### config.mk
export PLATFORM = sky130hd
export DESIGN_NAME = fsm_lect_rtc_flat
export DESIGN_NICKNAME = d
export VERILOG_FILES = /design/src/rtl/fsm_lect_rtc_if.sv /design/src/rtl/fsm_lect_rtc.sv /design/src/flat_wrapper.sv
export SDC_FILE = /design/constraint.sdc
export NUM_CORES = 1
export LEC_CHECK = 0
export ABC_AREA = 1
export CORE_UTILIZATION = 43
export CTS_CLUSTER_DIAMETER = 120
export CTS_CLUSTER_SIZE = 30
export DETAILED_ROUTE_END_ITERATION = 12
export PLACE_DENSITY = 0.75
export SYNTH_ARGS = -nofsm -noshare
export SYNTH_HDL_FRONTEND = slang
export SYNTH_SLANG_ARGS = --single-unit
### constraint.sdc
create_clock -name clk -period 1.8 [get_ports clk]
set_input_delay 0.27 -clock clk [delete_from_list [all_inputs] [get_ports clk]]
set_output_delay 0.27 -clock clk [all_outputs]
set_load 0.05 [all_outputs]
### src/rtl/fsm_lect_rtc_if.sv
// Multiplexed address/data bus between the RTC read sequencer and the RTC.
// The sequencer is the master; the RTC (or its model) is the slave.
interface fsm_lect_rtc_if;
  logic [7:0] dato_in;
  logic [7:0] dato_out;
  logic       buffer_activo;
  logic       a_d;
  logic       cs;
  logic       rd;
  logic       wr;

  modport master (
    input  dato_in,
    output dato_out, buffer_activo, a_d, cs, rd, wr
  );

  modport slave (
    output dato_in,
    input  dato_out, buffer_activo, a_d, cs, rd, wr
  );
endinterface

### src/rtl/fsm_lect_rtc.sv
// RTC read sequencer: sweeps time and timer registers over the bus.
// FSM_LECT_CMD_TRANSFER_EN adds a leading address-only access to ADDR_CMD.
module fsm_lect_rtc #(
`ifdef FSM_LECT_CMD_TRANSFER_EN
  parameter logic [7:0]  ADDR_CMD  = 8'hF0,
`endif
  parameter int unsigned PULSE_CYC = 8,
  parameter logic [7:0]  ADDR_SEG  = 8'h21,
  parameter logic [7:0]  ADDR_TIM  = 8'h41
) (
  input  logic           clk,
  input  logic           reset,
  input  logic           do_it_lect,
  fsm_lect_rtc_if.master bus,
  output logic [7:0]     seg,
  output logic [7:0]     min,
  output logic [7:0]     hora,
  output logic [7:0]     dia,
  output logic [7:0]     mes,
  output logic [7:0]     anio,
  output logic [7:0]     seg_tim,
  output logic [7:0]     min_tim,
  output logic [7:0]     hora_tim,
  output logic           busy,
  output logic           done
);

  localparam int CW = $clog2(PULSE_CYC);
  localparam logic [CW-1:0] LAST = CW'(PULSE_CYC - 1);

  typedef enum logic [2:0] {
    S_IDLE, S_ASET, S_AWR, S_AHOLD,
    S_DSET, S_DRD, S_DHOLD, S_GAP
  } state_t;

  state_t        r_state;
  state_t        w_next;
  logic [CW-1:0] r_cnt;
  logic [3:0]    r_idx;
  logic          r_done;
  logic [7:0]    r_regs [0:8];
  logic          w_last;
  logic          w_cmd;
  logic [7:0]    w_addr;
  logic          w_cs, w_ad, w_rd, w_wr, w_buf;

`ifdef FSM_LECT_CMD_TRANSFER_EN
  logic r_cmd;
  assign w_cmd = r_cmd;
`else
  assign w_cmd = 1'b0;
`endif

  assign w_last = (r_cnt == LAST);

  always_comb begin
    w_next = r_state;
    case (r_state)
      S_IDLE:  if (do_it_lect) w_next = S_ASET;
      S_ASET:  if (w_last) w_next = S_AWR;
      S_AWR:   if (w_last) w_next = S_AHOLD;
      S_AHOLD: if (w_last) w_next = w_cmd ? S_GAP : S_DSET;
      S_DSET:  if (w_last) w_next = S_DRD;
      S_DRD:   if (w_last) w_next = S_DHOLD;
      S_DHOLD: if (w_last) w_next = S_GAP;
      S_GAP: begin
        if (w_last)
          w_next = (!w_cmd && r_idx == 4'd8) ? S_IDLE : S_ASET;
      end
      default: w_next = S_IDLE;
    endcase
  end

  always_comb begin
    w_cs  = 1'b1;
    w_ad  = 1'b1;
    w_rd  = 1'b1;
    w_wr  = 1'b1;
    w_buf = 1'b0;
    case (r_state)
      S_ASET:  begin w_cs = 1'b0; w_ad = 1'b0; w_buf = 1'b1; end
      S_AWR:   begin
        w_cs = 1'b0; w_ad = 1'b0; w_buf = 1'b1; w_wr = 1'b0;
      end
      S_AHOLD: begin w_cs = 1'b0; w_ad = 1'b0; w_buf = 1'b1; end
      S_DSET:  w_cs = 1'b0;
      S_DRD:   begin w_cs = 1'b0; w_rd = 1'b0; end
      S_DHOLD: w_cs = 1'b0;
      default: ;
    endcase
  end

  always_comb begin
    if (r_idx < 4'd6)
      w_addr = ADDR_SEG + {4'd0, r_idx};
    else
      w_addr = ADDR_TIM + {4'd0, r_idx - 4'd6};
`ifdef FSM_LECT_CMD_TRANSFER_EN
    if (r_cmd)
      w_addr = ADDR_CMD;
`endif
  end

  always_ff @(posedge clk or negedge reset) begin
    if (!reset) begin
      r_state <= S_IDLE;
      r_cnt   <= '0;
      r_idx   <= 4'd0;
      r_done  <= 1'b0;
`ifdef FSM_LECT_CMD_TRANSFER_EN
      r_cmd   <= 1'b0;
`endif
    end else begin
      r_state <= w_next;
      r_done  <= (r_state == S_GAP) && (w_next == S_IDLE);
      if (r_state == S_IDLE || w_last)
        r_cnt <= '0;
      else
        r_cnt <= r_cnt + CW'(1);
      if (r_state == S_IDLE) begin
        r_idx <= 4'd0;
`ifdef FSM_LECT_CMD_TRANSFER_EN
        r_cmd <= 1'b1;
`endif
      end else if (r_state == S_GAP && w_last) begin
`ifdef FSM_LECT_CMD_TRANSFER_EN
        if (r_cmd)
          r_cmd <= 1'b0;
        else
          r_idx <= r_idx + 4'd1;
`else
        r_idx <= r_idx + 4'd1;
`endif
      end
    end
  end

  // Capture on the final D_RD clock while rd is still low
  always_ff @(posedge clk or negedge reset) begin
    if (!reset) begin
      for (int i = 0; i < 9; i++)
        r_regs[i] <= 8'h00;
    end else if (r_state == S_DRD && w_last) begin
      r_regs[r_idx] <= bus.dato_in;
    end
  end

  assign bus.cs            = w_cs;
  assign bus.a_d           = w_ad;
  assign bus.rd            = w_rd;
  assign bus.wr            = w_wr;
  assign bus.buffer_activo = w_buf;
  assign bus.dato_out      = w_buf ? w_addr : 8'h00;

  assign busy     = (r_state != S_IDLE);
  assign done     = r_done;
  assign seg      = r_regs[0];
  assign min      = r_regs[1];
  assign hora     = r_regs[2];
  assign dia      = r_regs[3];
  assign mes      = r_regs[4];
  assign anio     = r_regs[5];
  assign seg_tim  = r_regs[6];
  assign min_tim  = r_regs[7];
  assign hora_tim = r_regs[8];

endmodule
### src/flat_wrapper.sv
// flat-port wrapper written by rule: the top's interface ports become plain ports
module fsm_lect_rtc_flat 
#(

  parameter int unsigned PULSE_CYC = 8,
  parameter logic [7:0]  ADDR_SEG  = 8'h21,
  parameter logic [7:0]  ADDR_TIM  = 8'h41
)
  (clk, reset, do_it_lect, seg, min, hora, dia, mes, anio, seg_tim, min_tim, hora_tim, busy, done, bus_dato_in, bus_dato_out, bus_buffer_activo, bus_a_d, bus_cs, bus_rd, bus_wr);
  fsm_lect_rtc_if bus_i ();
  input  logic clk;
  input  logic reset;
  input  logic do_it_lect;
  output logic [7:0] seg;
  output logic [7:0] min;
  output logic [7:0] hora;
  output logic [7:0] dia;
  output logic [7:0] mes;
  output logic [7:0] anio;
  output logic [7:0] seg_tim;
  output logic [7:0] min_tim;
  output logic [7:0] hora_tim;
  output logic busy;
  output logic done;
  input wire logic [$bits(bus_i.dato_in)-1:0] bus_dato_in;
  output wire logic [$bits(bus_i.dato_out)-1:0] bus_dato_out;
  output wire logic [$bits(bus_i.buffer_activo)-1:0] bus_buffer_activo;
  output wire logic [$bits(bus_i.a_d)-1:0] bus_a_d;
  output wire logic [$bits(bus_i.cs)-1:0] bus_cs;
  output wire logic [$bits(bus_i.rd)-1:0] bus_rd;
  output wire logic [$bits(bus_i.wr)-1:0] bus_wr;
  assign bus_i.dato_in = bus_dato_in;
  assign bus_dato_out = bus_i.dato_out;
  assign bus_buffer_activo = bus_i.buffer_activo;
  assign bus_a_d = bus_i.a_d;
  assign bus_cs = bus_i.cs;
  assign bus_rd = bus_i.rd;
  assign bus_wr = bus_i.wr;
  fsm_lect_rtc #(.PULSE_CYC(PULSE_CYC), .ADDR_SEG(ADDR_SEG), .ADDR_TIM(ADDR_TIM)) u_core (.clk(clk), .reset(reset), .do_it_lect(do_it_lect), .bus(bus_i), .seg(seg), .min(min), .hora(hora), .dia(dia), .mes(mes), .anio(anio), .seg_tim(seg_tim), .min_tim(min_tim), .hora_tim(hora_tim), .busy(busy), .done(done));
endmodule
==> impl_metrics.json, run 1 <==
{
  "start_util_pct": 45.5,
  "cts_made_buffers": 9,
  "grt-ovfl-total": 0,
  "max_cap_violations": 0,
  "drv_slew": 0,
  "max_freq_mhz": 493,
  "die_area_mm2": 0.00871,
  "nFillCells": 575,
  "syn2layout_area_growth_pct": 49.2,
  "slew_headroom_pct": 65.4,
  "reg2reg_slack_ps": 140,
  "tritoncts": "done",
  "gp_congestion": 0.811,
  "min_period_over_period_pct": 113,
  "htree_levels": 3,
  "cp-end-kind": "output port",
  "peakVddDrop_v": 0.000674,
  "postRouteAntennaNets": 0,
  "drt_iter0_drc": 120,
  "whs_ps": 403,
  "antenna_found_initial": 0,
  "coreArea_mm2": 0.00789,
  "avgViaCountPerCell": 4.97,
  "worst_setup_path_start_kind": "register",
  "fin_total_pwr_mw": 5.82,
  "drc_errors": 0,
  "r2r-end": "u_core.min[3]",
  "ioPinCount": 98,
  "finalCriticalPeriod_ps": 2030,
  "ys_ff_latch": 83,
  "diodes": 0,
  "synth_top_family_by_area": "simple AND/OR/NAND/NOR gates",
  "finalSetupViolCount": 4,
  "grtUsageTotal_pct": 21.2,
  "final_hold_viol_count": 0,
  "rsz0062_at_grt": "yes",
  "status": "finished, violations left",
  "worstRegToRegCells": 8,
  "met2_usage_pct": 33.3,
  "place_inst": 550,
  "final_core_util_pct": 67.8,
  "syn_nets": 374,
  "worst_slack_ps": -229,
  "drt_first_pass_iters": 4,
  "crit_fanout": 2,
  "synth_compound_area_share_pct": 13.3,
  "worst_pin_slew_ps": 519,
  "hold_class": "in2async",
  "vias": 2889,
  "wire_per_inst_um": 15.2,
  "seq_area_frac_synth_pct": 57.9,
  "final_net_count": 494,
  "power.density_mw_per_mm2": 1090,
  "finClkSkew_ps": 4.18,
  "busiest_layer": "met2",
  "die_height_um": 93.3,
  "grt_first_pass_wirelength_um": 13900,
  "grt_max_degree": 52,
  "stdcell_count": 581,
  "drt_wl_total_um": 8820,
  "violations": "negative setup slack",
  "path_clk_slew_ps": 80,
  "clock_tree.root_cell": "clkbuf_8",
  "critPathRequiredTime_ps": 1530,
  "cts_max_path_buffers": 2,
  "arrival_ps": 1760,
  "io_buffer_count": 96,
  "startpoint": "u_core.r_idx[1]",
  "die_x_um": 93.3,
  "synth_xor_xnor_area_share_pct": 0.733,
  "clock_latency_ps": 340,
  "grt_pass1_vias": 2792,
  "yosysWarnings": 0,
  "synthMuxAreaShare_pct": 0,
  "p_leak_nw": 2.45,
  "hpwl_um": 5860,
  "cts.sinks": 83,
  "netlist-cell-type-count": 22,
  "synthCells": 354,
  "met1_usage_pct": 28.3,
  "yosys.area_share.simple_pct": 18.8,
  "rr_startpoint": "u_core.r_cnt[0]",
  "rows": 32,
  "syn_area_per_cell_um2": 10.1,
  "drive_above_1_share_pct": 26.9,
  "place_ws_ps": 63.0,
  "synth_area_mm2": 0.00359,
  "met3_usage_pct": 4.63,
  "yosys.area_share.adder_pct": 3.14,
  "crit_type": "reg2out"
}
report_power, final:
| group | switching (mW) | total [mW] | leakage (nW) | internal [mW] |
|---|---|---|---|---|
| sequential | 0.0940 | 2.10 | 0.778 | 2.01 |
| clock | 0.660 | 1.48 | 0.108 | 0.819 |
| combinational | 1.38 | 2.24 | 1.56 | 0.863 |
cell type report:
| type | instances | area, um^2 | share of cell area (%) |
|---|---|---|---|
| clock buffers | 10 | 138 | 2.57 |
| clock inverters | 6 | 88.8 | 1.66 |
| inverters | 27 | 105 | 1.96 |
| well taps | 102 | 128 | 2.38 |
| multi-input cells | 232 | 1450 | 27.1 |
| repair buffers | 121 | 1370 | 25.5 |
| flip-flops and latches | 83 | 2080 | 38.9 |
logic make-up after synthesis:
| family | after synthesis |
|---|---|
| AOI/OAI and AO/OA | 83 |
| xor gates and xnor gates | 3 |
| adders and majority gates | 9 |
| buffers and inverters | 39 |
| DFF | 83 |
| other | 1 |
| and+or+nand+nor | 136 |
critical path, stage by stage (launching register included):
cell     delay (ps)
dfrtp_1         430
ha_4            260
or2_4           280
nand3_4          90
nand2_1          80
nor2_4          130
buf_12          140
worst max-delay path by stage:
stage | endpoint | depth (start not counted) | slack [ps]
3_5_place_dp | u_core.dia[0] | 7 | 60
4_1_cts | bus_dato_out[4] | 8 | -210
6_report | bus_dato_out[2] | 6 | -230
3_3_place_gp | bus_dato_out[2] | 5 | 80
2_1_floorplan | bus_cs | 4 | -70
5_1_grt | bus_dato_out[2] | 6 | -280
metrics by stage:
stage / area (um^2) / TNS [ps]
floorplan: 3640 / -96.8
global placement: 4800 / 0
detailed placement: 4800 / 0
CTS: 5140 / -726
global route: 5350 / -1040
finish: 5350 / -653
cell usage in the layout, fill, tap and decap left out, drive strengths merged, types with 3 or more instances in the layout:
cell           instances
a21oi                  6
nand2                 94
dlymetal6s2s          38
nand3                 18
ha                     9
inv                   26
clkbuf                10
dlygate4sd2           19
or2                    3
clkinvlp               3
xor2                   3
clkdlybuf4s50         10
dfrtp                 83
o21ai                 77
buf                   53
nor2                  20
routing by layer:
layer  routed length [um]  vias up
met5                    0        -
met4                  170        0
met3                  528       15
met1                 3920     1386
met2                 4200       91
li1                     -     1397
synth_stat cells:
cell     count  area [um^2]
nand2_1     94          353
dfrtp_1     83         2080
o21ai_1     56          280
inv_1       26         97.6
nor2_1      18         67.6
o21ai_2     16          140
ha_1         9          113
nand3_1      9         45.0
nand3_4      9          158
buf_6        8         90.1
a21oi_1      6         30.0
o21ai_0      5         25.0
xor2_1       3         26.3
buf_2        2         10.0
buf_4        2         15.0
or2_2        2         12.5
conb_1       1         3.75
inv_2        1         3.75
nand4_1      1         6.26
nor2_2       1         6.26
nor2_8       1         20.0
or2_1        1         6.26
sequential cells by signal, indices dropped and copies added, names as in the netlist:
signal	flops
u_core.min_tim	8
u_core.done	1
u_core.dia	8
u_core.anio	8
u_core.r_idx	4
u_core.r_state	3
u_core.seg_tim	8
u_core.min	8
u_core.hora	8
u_core.mes	8
u_core.r_cnt	3
u_core.hora_tim	8
u_core.seg	8
repair_timing:
action	4_1_cts	5_1_grt
hold endpoints to repair	32	0
pin swaps	13	10
resized for setup	36	55
cloned	0	0
buffers inserted	11	4
hold buffers	1	0
endpoints found under the setup margin	26	116
Power figures use the tool's default switching activity.
==> run 2, diff against run 1 <==
--- a/config.mk
+++ b/config.mk
@@ -10,6 +10,7 @@
 export CTS_CLUSTER_DIAMETER = 120
 export CTS_CLUSTER_SIZE = 30
 export DETAILED_ROUTE_END_ITERATION = 12
+export MAX_ROUTING_LAYER = met4
 export PLACE_DENSITY = 0.75
 export SYNTH_ARGS = -nofsm -noshare
 export SYNTH_HDL_FRONTEND = slang
==> run 2 against run 1 <==
Net effect:
- the run still ends with negative setup slack left
- combinational power about the same
- flip-flop and latch count unchanged
- register-to-register slack about the same
- critical endpoint unchanged
- highest routed layer unchanged
==> impl_metrics.json, run 2 (same netlist as run 1, synthesis figures left out) <==
{
  "status": "finished, violations left",
  "violations": "negative setup slack",
  "cts_made_buffers": 9,
  "syn2layout_area_growth_pct": 49.2,
  "grt_max_degree": 52,
  "min_period_over_period_pct": 113,
  "layout_common_cells": "92 x nand2_1, 81 x dfrtp_1, 56 x o21ai_1",
  "drt_first_pass_iters": 4,
  "postRouteAntennaNets": 0,
  "io_buffer_count": 96,
  "ioPinCount": 98,
  "r2r-end": "u_core.min[3]",
  "busiest_layer": "met2",
  "antenna_found_initial": 0,
  "grt_first_pass_wirelength_um": 13900,
  "drt_wl_total_um": 8820,
  "worst_setup_path_start_kind": "register",
  "met2_usage_pct": 33.3,
  "clock_tree.root_cell": "clkbuf_8",
  "path_clk_slew_ps": 80,
  "tritoncts": "done",
  "vias": 2873,
  "power.density_mw_per_mm2": 1090,
  "drive_above_1_share_pct": 26.9,
  "fin_tns_setup_ps": -640,
  "final_common_cell": "nand2_1",
  "drc_errors": 0,
  "htree_levels": 3,
  "die_x_um": 93.3,
  "wire_per_inst_um": 15.2,
  "final_net_count": 494,
  "place_inst": 550,
  "met1_usage_pct": 29.1,
  "cts.sinks": 83,
  "grt-ovfl-total": 0,
  "die_area_mm2": 0.00871,
  "finClkSkew_ps": 5.05,
  "worst_slack_ps": -227,
  "multiInputGateArea_mm2": 0.00145,
  "slew_headroom_pct": 65.5,
  "final_core_util_pct": 67.8,
  "hpwl_um": 5860,
  "nFillCells": 575,
  "drt_iter0_drc": 142,
  "rsz0062_at_grt": "yes",
  "finalSetupViolCount": 4,
  "met3_usage_pct": 3.58,
  "stdcell_count": 581,
  "rr_startpoint": "u_core.r_cnt[0]",
  "reg2reg_slack_ps": 130,
  "start_util_pct": 45.5,
  "grt_pass1_vias": 2801,
  "crit_path_max_incr_delay_ps": 430,
  "grtUsageTotal_pct": 21.9,
  "hold_class": "in2async",
  "cp_cell_sequence": "ha_4 -> or2_4 -> nand3_4 -> nand2_1 -> nor2_4 -> buf_12",
  "diodes": 0,
  "worst_pin_slew_ps": 517,
  "arrival_ps": 1760,
  "seqCellArea_mm2": 0.00208,
  "cp-end-kind": "output port",
  "clock_latency_ps": 340,
  "crit_family": "simple AND/OR/NAND/NOR gates",
  "die_height_um": 93.3,
  "p_leak_nw": 2.45,
  "cts_max_path_buffers": 2,
  "drv_slew": 0,
  "finalCriticalPeriod_ps": 2030,
  "crit_fanout": 2,
  "max_cap_violations": 0,
  "worstRegToRegCells": 8,
  "slowest_stage": "dfrtp_1",
  "gp_congestion": 0.823,
  "worst-path-buf-inv": 1,
  "rows": 32,
  "critPathRequiredTime_ps": 1530,
  "final_hold_viol_count": 0,
  "max_freq_mhz": 493,
  "coreArea_mm2": 0.00789,
  "avgViaCountPerCell": 4.94,
  "crit_type": "reg2out",
  "peakVddDrop_v": 0.000673
}
run 2: cell counts in the layout (fill, tap and decap cells not counted):
Identical to the previous run, type by type.
run 2: timing repair:
| item | in CTS | in global routing |
|---|---|---|
| buffers inserted | 11 | 4 |
| pin swaps | 13 | 10 |
| resized for setup | 36 | 55 |
| setup endpoints to repair | 26 | 116 |
| endpoints found under the hold margin | 32 | 0 |
| hold buffers | 1 | 0 |
run 2: area by class of cell:
type / count / share of cell area (%)
Clock buffer: 10 / 2.57
Clock inverter: 6 / 1.66
Inverter: 27 / 1.96
Multi-Input combinational cell: 232 / 27.1
Sequential cell: 83 / 38.9
Tap cell: 102 / 2.38
Timing Repair Buffer: 121 / 25.5
run 2: worst max-delay path by stage:
stage                 startpoint              end  cells past startpoint
3_5_place_dp     u_core.r_cnt[0]    u_core.dia[0]                      7
5_1_grt          u_core.r_idx[1]  bus_dato_out[2]                      6
4_1_cts          u_core.r_idx[3]  bus_dato_out[4]                      8
6_report         u_core.r_idx[1]  bus_dato_out[2]                      6
2_1_floorplan  u_core.r_state[2]           bus_cs                      4
3_3_place_gp     u_core.r_idx[2]  bus_dato_out[2]                      5
run 2: where the power goes:
| part | total [mW] | switching [mW] | internal (mW) |
|---|---|---|---|
| registers | 2.10 | 0.0945 | 2.01 |
| clock network | 1.47 | 0.653 | 0.819 |
| logic | 2.24 | 1.38 | 0.863 |
run 2: per-stage QoR:
stage,power [mW],hold WS (ps),worst slack [ps],instance area (um^2)
finish,5.82,406,-227,5350
global route,6.09,451,-283,5350
CTS,5.79,413,-210,5140
detailed placement,4.22,248,63.0,4800
global placement,4.18,236,82.2,4800
floorplan,3.37,-25.6,-65.7,3640
run 2: layer usage:
layer  routed length, um  part of all wire [%]
met5                   0                     0
met1                4010                    45
met2                4270                    48
met3                 400                   4.5
met4                 134                   1.5
